$ cat src/rtl/burst_serial_ctrl_pkg.sv
// Shared types for the burst-to-serializer sequencer.
// Holds the FSM state encoding, word select codes and the bit-count helper.
// Imported by the interface-facing top and the bench.
package burst_pkg;

   typedef enum logic [2:0] {
      S_IDLE,
      S_READ,
      S_WAIT,
      S_LOAD,
      S_SHIFT,
      S_NEXT,
      S_DONE
   } state_t;

   localparam logic [1:0] WS_FULL  = 2'b11;
   localparam logic [1:0] WS_LOWER = 2'b01;
   localparam logic [1:0] WS_UPPER = 2'b10;

   // Number of serial bits sent for a given word select
   function automatic logic [4:0] bits_for(input logic [1:0] sel);
      return (sel == WS_FULL) ? 5'd16 : 5'd8;
   endfunction

endpackage

$ cat src/rtl/burst_serial_ctrl_if.sv
// Bundles the command, MRAM and serializer signals of the burst sequencer.
// master = the sequencer itself, slave = host/MRAM/serializer side.
// Widths follow the sequencer parameters.
interface burst_serial_ctrl_if #(
   parameter int ADDR_W = 16,
   parameter int DATA_W = 16,
   parameter int LEN_W  = 8
);
   logic              start;
   logic              abort;
   logic [ADDR_W-1:0] start_addr;
   logic [LEN_W-1:0]  burst_len;
   logic [1:0]        word_sel;
   logic              mram_rd;
   logic [ADDR_W-1:0] mram_addr;
   logic [DATA_W-1:0] mram_rdata;
   logic              ser_en;
   logic              ser_load;
   logic              ser_send;
   logic [1:0]        ser_word_sel;
   logic [DATA_W-1:0] ser_data;
   logic              busy;
   logic              word_done;
   logic              done;
   logic              err;

   modport master (
      input  start, abort, start_addr, burst_len, word_sel, mram_rdata,
      output mram_rd, mram_addr, ser_en, ser_load, ser_send, ser_word_sel,
             ser_data, busy, word_done, done, err
   );

   modport slave (
      output start, abort, start_addr, burst_len, word_sel, mram_rdata,
      input  mram_rd, mram_addr, ser_en, ser_load, ser_send, ser_word_sel,
             ser_data, busy, word_done, done, err
   );
endinterface

$ cat src/rtl/burst_serial_ctrl.sv
// Sequences a burst of MRAM reads into an LSB-first serializer, one word at a time.
// Latency: 3+RD_LAT+BITS cycles per word plus one DONE cycle; outputs are registered or state-decoded.
// No backpressure: start is only honoured in IDLE, abort drops the burst on the next edge.
module burst_serial_ctrl
   import burst_pkg::*;
#(
   parameter int ADDR_W = 16,
   parameter int DATA_W = 16,
   parameter int LEN_W  = 8,
   parameter int RD_LAT = 2
) (
   input  logic                 clk,
   input  logic                 rst,
   burst_serial_ctrl_if.master  bus
);

   // One counter times both the read latency and the shift phase
   localparam int CNT_MAX = (RD_LAT > 16) ? RD_LAT : 16;
   localparam int CNT_W   = $clog2(CNT_MAX);

   state_t            state;
   state_t            state_nxt;
   logic [CNT_W-1:0]  cnt;
   logic [ADDR_W-1:0] addr;
   logic [LEN_W-1:0]  remaining;
   logic [1:0]        sel_q;
   logic [DATA_W-1:0] data_q;
   logic              err_q;

   logic cnt_zero;
   logic start_legal;
   logic abort_hit;

   assign cnt_zero    = (cnt == '0);
   assign start_legal = bus.start && (bus.word_sel != 2'b00);
   assign abort_hit   = bus.abort && (state != S_IDLE);

   // State register
   always_ff @(posedge clk) begin
      if (rst) state <= S_IDLE;
      else     state <= state_nxt;
   end

   // Next-state decode; abort overrides every other transition while busy
   always_comb begin
      state_nxt = state;
      case (state)
         S_IDLE:  if (start_legal)
                     state_nxt = (bus.burst_len == '0) ? S_DONE : S_READ;
         S_READ:  state_nxt = S_WAIT;
         S_WAIT:  if (cnt_zero) state_nxt = S_LOAD;
         S_LOAD:  state_nxt = S_SHIFT;
         S_SHIFT: if (cnt_zero) state_nxt = S_NEXT;
         S_NEXT:  state_nxt = (remaining == LEN_W'(1)) ? S_DONE : S_READ;
         S_DONE:  state_nxt = S_IDLE;
         default: state_nxt = S_IDLE;
      endcase
      if (abort_hit) state_nxt = S_IDLE;
   end

   // Burst context, shared counter, captured word and error pulse
   always_ff @(posedge clk) begin
      if (rst) begin
         cnt       <= '0;
         addr      <= '0;
         remaining <= '0;
         sel_q     <= 2'b00;
         data_q    <= '0;
         err_q     <= 1'b0;
      end else begin
         err_q <= (state == S_IDLE) && bus.start && (bus.word_sel == 2'b00);
         if (!abort_hit) begin
            case (state)
               S_IDLE: if (start_legal && (bus.burst_len != '0)) begin
                  addr      <= bus.start_addr;
                  remaining <= bus.burst_len;
                  sel_q     <= bus.word_sel;
               end
               S_READ:  cnt <= CNT_W'(RD_LAT - 1);
               S_WAIT: begin
                  if (cnt_zero) data_q <= bus.mram_rdata;
                  else          cnt    <= cnt - CNT_W'(1);
               end
               S_LOAD:  cnt <= CNT_W'(bits_for(sel_q) - 5'd1);
               S_SHIFT: if (!cnt_zero) cnt <= cnt - CNT_W'(1);
               S_NEXT: begin
                  addr      <= addr + ADDR_W'(1);
                  remaining <= remaining - LEN_W'(1);
               end
               default: ;
            endcase
         end
      end
   end

   assign bus.busy         = (state != S_IDLE);
   assign bus.ser_en       = (state != S_IDLE);
   assign bus.mram_rd      = (state == S_READ);
   assign bus.mram_addr    = addr;
   assign bus.ser_load     = (state == S_LOAD);
   assign bus.ser_send     = (state == S_SHIFT);
   assign bus.word_done    = (state == S_NEXT);
   assign bus.done         = (state == S_DONE);
   assign bus.err          = err_q;
   assign bus.ser_word_sel = sel_q;
   assign bus.ser_data     = data_q;

endmodule

$ cat src/flat_wrapper.sv
// flat-port wrapper written by rule: the top's interface ports become plain ports
module burst_serial_ctrl_flat import burst_pkg::*;
#(
   parameter int ADDR_W = 16,
   parameter int DATA_W = 16,
   parameter int LEN_W  = 8,
   parameter int RD_LAT = 2
)
  (clk, rst, bus_start, bus_abort, bus_start_addr, bus_burst_len, bus_word_sel, bus_mram_rdata, bus_mram_rd, bus_mram_addr, bus_ser_en, bus_ser_load, bus_ser_send, bus_ser_word_sel, bus_ser_data, bus_busy, bus_word_done, bus_done, bus_err);
  burst_serial_ctrl_if #(.ADDR_W(ADDR_W), .DATA_W(DATA_W), .LEN_W(LEN_W)) bus_i ();
  input  logic clk;
  input  logic rst;
  input wire logic [$bits(bus_i.start)-1:0] bus_start;
  input wire logic [$bits(bus_i.abort)-1:0] bus_abort;
  input wire logic [$bits(bus_i.start_addr)-1:0] bus_start_addr;
  input wire logic [$bits(bus_i.burst_len)-1:0] bus_burst_len;
  input wire logic [$bits(bus_i.word_sel)-1:0] bus_word_sel;
  input wire logic [$bits(bus_i.mram_rdata)-1:0] bus_mram_rdata;
  output wire logic [$bits(bus_i.mram_rd)-1:0] bus_mram_rd;
  output wire logic [$bits(bus_i.mram_addr)-1:0] bus_mram_addr;
  output wire logic [$bits(bus_i.ser_en)-1:0] bus_ser_en;
  output wire logic [$bits(bus_i.ser_load)-1:0] bus_ser_load;
  output wire logic [$bits(bus_i.ser_send)-1:0] bus_ser_send;
  output wire logic [$bits(bus_i.ser_word_sel)-1:0] bus_ser_word_sel;
  output wire logic [$bits(bus_i.ser_data)-1:0] bus_ser_data;
  output wire logic [$bits(bus_i.busy)-1:0] bus_busy;
  output wire logic [$bits(bus_i.word_done)-1:0] bus_word_done;
  output wire logic [$bits(bus_i.done)-1:0] bus_done;
  output wire logic [$bits(bus_i.err)-1:0] bus_err;
  assign bus_i.start = bus_start;
  assign bus_i.abort = bus_abort;
  assign bus_i.start_addr = bus_start_addr;
  assign bus_i.burst_len = bus_burst_len;
  assign bus_i.word_sel = bus_word_sel;
  assign bus_i.mram_rdata = bus_mram_rdata;
  assign bus_mram_rd = bus_i.mram_rd;
  assign bus_mram_addr = bus_i.mram_addr;
  assign bus_ser_en = bus_i.ser_en;
  assign bus_ser_load = bus_i.ser_load;
  assign bus_ser_send = bus_i.ser_send;
  assign bus_ser_word_sel = bus_i.ser_word_sel;
  assign bus_ser_data = bus_i.ser_data;
  assign bus_busy = bus_i.busy;
  assign bus_word_done = bus_i.word_done;
  assign bus_done = bus_i.done;
  assign bus_err = bus_i.err;
  burst_serial_ctrl #(.ADDR_W(ADDR_W), .DATA_W(DATA_W), .LEN_W(LEN_W), .RD_LAT(RD_LAT)) u_core (.clk(clk), .rst(rst), .bus(bus_i));
endmodule
$ cat config.mk
export PLATFORM = sky130hd
export DESIGN_NAME = burst_serial_ctrl_flat
export DESIGN_NICKNAME = d
export VERILOG_FILES = /design/src/rtl/burst_serial_ctrl_pkg.sv /design/src/rtl/burst_serial_ctrl_if.sv /design/src/rtl/burst_serial_ctrl.sv /design/src/flat_wrapper.sv
export SDC_FILE = /design/constraint.sdc
export NUM_CORES = 1
export LEC_CHECK = 0
export CORE_MARGIN = 10
export CORE_UTILIZATION = 40
export DETAILED_ROUTE_END_ITERATION = 8
export PLACE_DENSITY = 0.67
export SLEW_MARGIN = 15
export SYNTH_ARGS = -nofsm -noshare
export SYNTH_HDL_FRONTEND = slang
export SYNTH_SLANG_ARGS = --single-unit
$ cat constraint.sdc
create_clock -name clk -period 4.4 [get_ports clk]
set_input_delay 0.88 -clock clk [delete_from_list [all_inputs] [get_ports clk]]
set_output_delay 0.88 -clock clk [all_outputs]
set_load 0.02 [all_outputs]
==> parameters.txt, run 1 <==
Parameter                              Value

Run status
  Outcome ... finished, final reports clean

Clock tree
  Maximum clock path buffer count ... 2
  CTS sink cnt ... 50
  Num CTS Buffers ... 5
  Cells resized by post-CTS repair ... 0
  Clk slew on worst S/H paths ... around 0.10 ns
  Clock Latency Late Sink ... ~0.31 ns
  CTS hold repair buffers ... 0
  Clock root cell ... clkbuf_8
  TritonCTS clock tree ... done
  Maximum level of the CTS H-tree ... 2
  Setup repair bufs after CTS ... 0

Timing
  Period Utilization, post-route ... 0.703
  Final number of max-transition violations ... 0
  Count of endpoints failing setup in the final report ... 0
  Min Tclk post-route ... 3.09 ns
  Setup repair after global routing missed its margin ... false
  Slew margin rel. ... 0.385
  Measured slew at the worst slew-check pin ... between 0.9 and 1 ns
  Max Fclk ... about 320 MHz
  Final hold violation count ... 0
  Sum of negative setup slack ... 0 ns
  Worst clock skew ... around 0.009 ns

Floorplanning
  Count of boundary I/O pins ... 88
  Standard-cell row count ... 30
  Chip height ... ~100 um
  CORE AREA ... between 6000 and 7000 um2
  Initial core utilization ... 0.418
  Total die area ... approximately 11000 um2
  Chip Width ... ~100 um

Finish
  Ant diodes ... 0
  Nets ... 491
  Proportion of layout cells with a drive suffix above 1 ... 0.0588
  Area growth syn-to-layout ... 34.5%

Synth
  Number of nets produced by synthesis ... roughly 420
  Cell Area, Synth ... roughly 2900 um2
  Count of yosys warnings during synthesis ... 0
  Most common cell in the synthesized netlist ... nand2_1
  Cells after synthesis ... between 300 and 400
  Number of library cell types mapped by synthesis ... 63
  Flip-flop and latch count after synthesis ... 50
  Most frequent cells after synthesis ... nand2_1 (70), dfxtp_1 (50), a21oi_1 (42)
  Proportion of register bits with asynchronous set or reset after synthesis ... 0
  Top cell type's share of synthesized area ... 0.347
  Cell types with the largest area share after synthesis ... dfxtp_1 (35%), nand2_1 (9.1%), a21oi_1 (7.3%), o32ai_1 (4.6%), clkbuf_1 (2.3%)
  Synth Area per Inst ... roughly 7.7 um2
  Sequential share of the synthesized area ... 0.347
  Main flop type after synthesis ... dfxtp_1
  Number of enable-type register cells in the synthesized netlist ... 0
  Area leader, netlist ... dfxtp_1

GRT
  Overflow left after global routing ... 0
  Wire length of the first global-routing pass ... 15300 um
  Pin count of the biggest net entering global routing ... 47
  Via count of the first global-routing pass ... ~3000
  Antenna violations before repair ... 0
  All-layer global routing usage ... 0.162

Critical path
  Cell family with the largest share of critical-path delay ... buffers and inverters
  Critical Path End ... bus_word_done
  Kind of critical path ... register to output pin
  Depth of the worst register-to-register path ... 5
  Critical Path Start Type ... register
  Worst-path cell chain ... nand3b_1 -> clkinv_1 -> buf_4 -> clkdlybuf4s50_1
  Number of buffers and inverters on the critical path ... 3
  Worst reg2reg endpoint ... u_core.bus.mram_addr[3]
  Sort of element at the end of the critical path ... output pin
  Worst setup path startpoint ... u_core.state[2]
  Depth of the critical timing path with buffers and inverters included ... 4
  CP arrival ... between 2 and 2.5 ns
  Startpoint of the lowest-slack register-to-register path ... u_core.state[2]
  Delay of the slowest cell on the worst path ... about 0.68 ns
  Max FO, Critical Path ... 27
  Req. time, crit path ... 3.52 ns
  Highest-delay cell along the critical path ... dfxtp_1
  Reg2reg setup slack ... 1.56 ns

Place
  Sum of net half-perimeters after detailed placement ... 6550 um
  Gp weighted congestion ... slightly above 0.9
  Total of buffers placed on input and output ports ... 87

Detailed routing
  Mean routed wirelength per cell ... 17.0 um
  Via count ... approximately 3100
  Drt first pass iters ... 4
  Number of DRC violations after detailed routing ... 0
  Final ANT Viol Nets ... 0
  Via density ... 5.71
  Final Routed Wirelength ... roughly 9000 um
  Detailed Route Iter0 Violations ... between 100 and 150

Power and ir drop
  Net switching power of the design ... around 0.00063 W
  Internal ... 0.000993 W
  Power share of the sequential group ... 0.381
  Power per Cell Area ... about 420 nW/um2
  Switching share of power ... 0.389
  Proportion of power drawn by the clock network ... 0.209
  Portion of total power attributed to combinational logic ... 0.410
  Total Power ... 0.00162 W
  IR Drop Worst-Case VDD ... approximately 160 uV
  Leakage Power ... between 1 and 1.5 nW

Hold path
  Worst hold-check path type ... register to register
  Launch instance of the worst min-delay path ... u_core.bus.ser_data[15]

Job
  Max-capacitance violation count ... 0
## area by class of cell
type                       count  area (um2)
multi-input combinational    275        1680
timing repair buffer          92         903
fill                         675        3030
inverter                      17        63.8
clock inverter                 3        43.8
tap                           96         120
sequential                    50        1000
clock buffer                   5        68.8
## cell families (layout without fill, tap and decap cells)
| kind of cell | count (synthesis) | count (layout) | synth area share |
|---|---|---|---|
| simple gates | 146 | 146 | 0.252 |
| xor+xnor | 2 | 2 | 0.00607 |
| fa+ha+maj | 4 | 4 | 0.0174 |
| compound gates | 123 | 123 | 0.306 |
| flops | 50 | 50 | 0.347 |
| buf+inv | 48 | 117 | 0.0711 |
## worst min-delay path: cells and delay by family, from the launching register on
kind,cells,cell delay (ns)
AO/OA/AOI/OAI,1,0.05
AND/OR/NAND/NOR,1,0.05
flip-flops,1,0.32
## registers in the layout (all words and copies together), names as in the netlist
register,count
u_core.bus.err,1
u_core.bus.mram_addr,16
u_core.bus.ser_data,16
u_core.bus.ser_word_sel,2
u_core.cnt,4
u_core.remaining,8
u_core.state,3
## stage by stage
| step | util | area (um2) | hold slack (ns) | setup WS, ns | std cells |
|---|---|---|---|---|---|
| 2_1_floorplan | - | 2880 | 0.452 | 2.20 | 373 |
| 3_3_place_gp | 0.545 | 3770 | 0.441 | 1.21 | 530 |
| 3_5_place_dp | 0.545 | 3770 | 0.448 | 1.15 | 530 |
| 4_1_cts | 0.562 | 3880 | 0.460 | 1.30 | 538 |
| 5_1_grt | 0.562 | 3880 | 0.481 | 1.15 | 538 |
| 6_report | 0.562 | 3880 | 0.456 | 1.31 | 538 |
## how the worst min path moves through the flow
stage | endpoint | slack [ns] | cells past startpoint
final | u_core.bus.ser_data[15] | 0.46 | 2
after global routing | u_core.bus.ser_data[4] | 0.48 | 2
after CTS | u_core.bus.ser_data[15] | 0.46 | 2
after detailed placement | u_core.bus.ser_data[15] | 0.45 | 2
after global placement | u_core.bus.ser_data[2] | 0.44 | 2
after floorplan | u_core.remaining[6] | 0.45 | 2
## cell usage in the layout (no fill, tap or decap), drive strengths merged, types with 8 or more instances in the layout
master,count
dfxtp,50
nand2,72
inv,16
nand3,12
nor2,16
o21ai,11
o32ai,15
clkdlybuf4s50,86
a21oi,42
a22oi,8
## routing by layer
layer,part of all wire,track usage
met1,0.46,0.212
met3,0.068,0.0436
met4,0.012,0.0441
met5,0,0
met2,0.46,0.257
## power groups by stage
stage | clock [W] | combinational, W | sequential, W
after floorplan | 0 | 0.000397 | 0.000645
after global placement | 0 | 0.000657 | 0.000626
after detailed placement | 0 | 0.000662 | 0.000628
after CTS | 0.000348 | 0.000668 | 0.000617
after global routing | 0.000363 | 0.000731 | 0.000633
final | 0.000340 | 0.000665 | 0.000619
Note: power is estimated with default switching activity, not from simulation.
==> inputs of run 2 (changes only) <==
--- a/config.mk
+++ b/config.mk
@@ -8,7 +8,7 @@
 export CORE_MARGIN = 10
 export CORE_UTILIZATION = 40
 export DETAILED_ROUTE_END_ITERATION = 8
-export PLACE_DENSITY = 0.67
+export PLACE_DENSITY = 0.7
 export SLEW_MARGIN = 15
 export SYNTH_ARGS = -nofsm -noshare
 export SYNTH_HDL_FRONTEND = slang
==> constraint.sdc (replaced) <==
create_clock -name clk -period 2.75 [get_ports clk]
set_input_delay 0.55 -clock clk [delete_from_list [all_inputs] [get_ports clk]]
set_output_delay 0.55 -clock clk [all_outputs]
set_load 0.02 [all_outputs]
==> run 2 against run 1 <==
Sequential share of layout area shrank 0.28 points. Register-to-register slack lost 1.3 ns. Critical path depth shrank 2. Non-clock buffer count grew 6.
==> parameters.txt, run 2 (synthesis results as in run 1) <==
Parameter                              Value

Detailed routing
  Via count ... 3119 (+1.6%)
  Number of DRC violations after detailed routing ... 0 (unchanged)
  Final Routed Wirelength ... 9250 um (+0.87%)
  Mean routed wirelength per cell ... 17.0 um (-0.24%)
  Via density ... 5.73 (+0.44%)
  Detailed Route Iter0 Violations ... 172 (+27%)
  Drt first pass iters ... 4 (unchanged)
  Final ANT Viol Nets ... 0 (unchanged)

Clock tree
  Clk slew on worst S/H paths ... 0.09 ns (about the same)
  CTS sink cnt ... 50 (unchanged)
  TritonCTS clock tree ... done
  Num CTS Buffers ... 5 (unchanged)
  Maximum level of the CTS H-tree ... 2 (unchanged)
  Clock Latency Late Sink ... 0.31 ns (about the same)
  Maximum clock path buffer count ... 2 (unchanged)
  Clock root cell ... clkbuf_8
  CTS hold repair buffers ... 0 (unchanged)
  Setup repair bufs after CTS ... 0 (unchanged)
  Cells resized by post-CTS repair ... 0 (unchanged)

Finish
  Nets ... 497 (+1.2%)
  # fillers ... 684 (+1.3%)
  Most common cell after layout, fill and taps aside ... clkdlybuf4s50_1
  Proportion of layout cells with a drive suffix above 1 ... 0.0692 (+0.0104)
  Area growth syn-to-layout ... 36.0%
  Ant diodes ... 0 (unchanged)
  Top library cells by usage in the layout, fill and taps aside ... clkdlybuf4s50_1 (86), nand2_1 (70), dfxtp_1 (50), a21oi_1 (42), nor2_1 (16)
  Finished layout cell area ... 3920 um2 (+1.1%)

Place
  Post-placement cell area ... 3810 um2 (+1.2%)
  Sum of net half-perimeters after detailed placement ... 6640 um (+1.4%)
  Gp weighted congestion ... 0.898 (-1.9%)
  Total of buffers placed on input and output ports ... 87 (unchanged)

Timing
  Final number of max-transition violations ... 0 (unchanged)
  Sum of negative setup slack ... 0 ns (unchanged)
  Measured slew at the worst slew-check pin ... 0.934 ns (+0.0155 ns)
  Post-route worst hold slack ... 0.457 ns (+0.000402 ns)
  Worst clock skew ... 0.0102 ns (+0.00113 ns)
  Final hold violation count ... 0 (unchanged)
  Period Utilization, post-route ... 0.924
  Min Tclk post-route ... 2.54 ns
  Max Fclk ... 393 MHz
  Count of endpoints failing setup in the final report ... 0 (unchanged)
  Slew margin rel. ... 0.375 (-0.0104)
  Setup repair after global routing missed its margin ... false

Power and ir drop
  IR Drop Worst-Case VDD ... 265 uV (+63%)
  Net switching power of the design ... 0.000998 W (+58%)
  Proportion of power drawn by the clock network ... 0.202 (-0.007)
  Internal ... 0.00160 W (+61%)
  Power share of the sequential group ... 0.383 (+0.002)
  Leakage Power ... 1.37 nW (+1.7%)
  Power per Cell Area ... 662 nW/um2 (+58%)
  Switching share of power ... 0.384 (-0.00410)
  Portion of total power attributed to combinational logic ... 0.416 (+0.006)

Critical path
  Number of buffers and inverters on the critical path ... 1 (-2)
  Kind of critical path ... register to output pin
  Req. time, crit path ... 2.20 ns (-1.32 ns)
  CP arrival ... 1.99 ns (-0.22 ns)
  Critical Path Start Type ... register
  Max FO, Critical Path ... 13 (-52%)
  Highest-delay cell along the critical path ... clkdlybuf4s50_1
  Delay of the slowest cell on the worst path ... 0.66 ns (-0.02 ns)
  Worst-path cell chain ... and3b_1 -> clkdlybuf4s50_1
  Cell family with the largest share of critical-path delay ... buffers and inverters
  Sort of element at the end of the critical path ... output pin

GRT
  Overflow left after global routing ... 0 (unchanged)
  Wire length of the first global-routing pass ... 15200 um (-0.31%)
  Via count of the first global-routing pass ... 3066 (+1.8%)
  All-layer global routing usage ... 0.162 (-0.000783)
  Antenna violations before repair ... 0 (unchanged)
  Pin count of the biggest net entering global routing ... 47 (unchanged)

Floorplanning
  Chip height ... 105 um (unchanged)
  Count of boundary I/O pins ... 88 (unchanged)
  Initial core utilization ... 0.418 (unchanged)
  CORE AREA ... 6910 um2 (unchanged)
  Standard-cell row count ... 30 (unchanged)
  Total die area ... 11000 um2 (unchanged)
  Chip Width ... 105 um (unchanged)

Hold path
  Worst hold-check path type ... register to register

Job
  Max-capacitance violation count ... 0 (unchanged)

Run status
  Outcome ... finished, final reports clean
run 2: cell types whose count changed in the layout (fill, tap and decap cells not counted):
cell,before,now
clkbuf_1,0,1
buf_4,5,11
clkinv_2,1,0
inv_6,1,0
clkinvlp_4,0,1
run 2: routing by layer:
metal,track usage,vias to the layer above,routed length (um)
li1,-,1539,-
met3,0.0412,13,595
met1,0.210,1447,4300
met5,0,-,0
met4,0.0500,0,132
met2,0.256,120,4220
run 2: worst paths after layout:
kind	cells after the start	end	slack, ns	startpoint
hold reg to reg	2	u_core.bus.ser_data[5]	0.46	u_core.bus.ser_data[5]
hold / removal	2	u_core.bus.ser_data[5]	0.46	u_core.bus.ser_data[5]
setup reg to reg	5	u_core.bus.mram_addr[10]	0.26	u_core.state[1]
setup / recovery	2	bus_ser_load	0.21	u_core.state[1]
run 2: final cells by class:
cell class,instances,area [um2],share of cell area
Clock buffer,6,72.6,0.0185
Clock inverter,2,37.5,0.00957
Inverter,17,63.8,0.0163
Multi-Input combinational cell,275,1680,0.428
Sequential cell,50,1000,0.255
Tap cell,96,120,0.0306
Timing Repair Buffer,98,948,0.242
run 2: worst reg2reg max path: stages (launching register included):
cell and delay [ns]:
dfxtp_1 0.63, nand3b_1 0.23, buf_4 0.43, nor2_1 0.12, nor2_1 0.73, o32ai_1 0.20
run 2: power groups by stage:
stage               sequential (W)  combinational (W)  clock (W)
detailed placement         0.00101            0.00108          0
finish                    0.000994            0.00108   0.000524
global route               0.00102            0.00118   0.000566
floorplan                  0.00103           0.000635          0
global placement           0.00100            0.00107          0
CTS                       0.000989            0.00108   0.000535
run 2: per-stage QoR:
stage / util / power (W) / std cells / setup WS (ns)
2_1_floorplan: - / 0.00167 / 373 / 0.880
3_3_place_gp: 0.552 / 0.00207 / 536 / 0.186
3_5_place_dp: 0.552 / 0.00208 / 536 / 0.0749
4_1_cts: 0.568 / 0.00261 / 544 / 0.223
5_1_grt: 0.568 / 0.00276 / 544 / 0.129
6_report: 0.568 / 0.00260 / 544 / 0.208
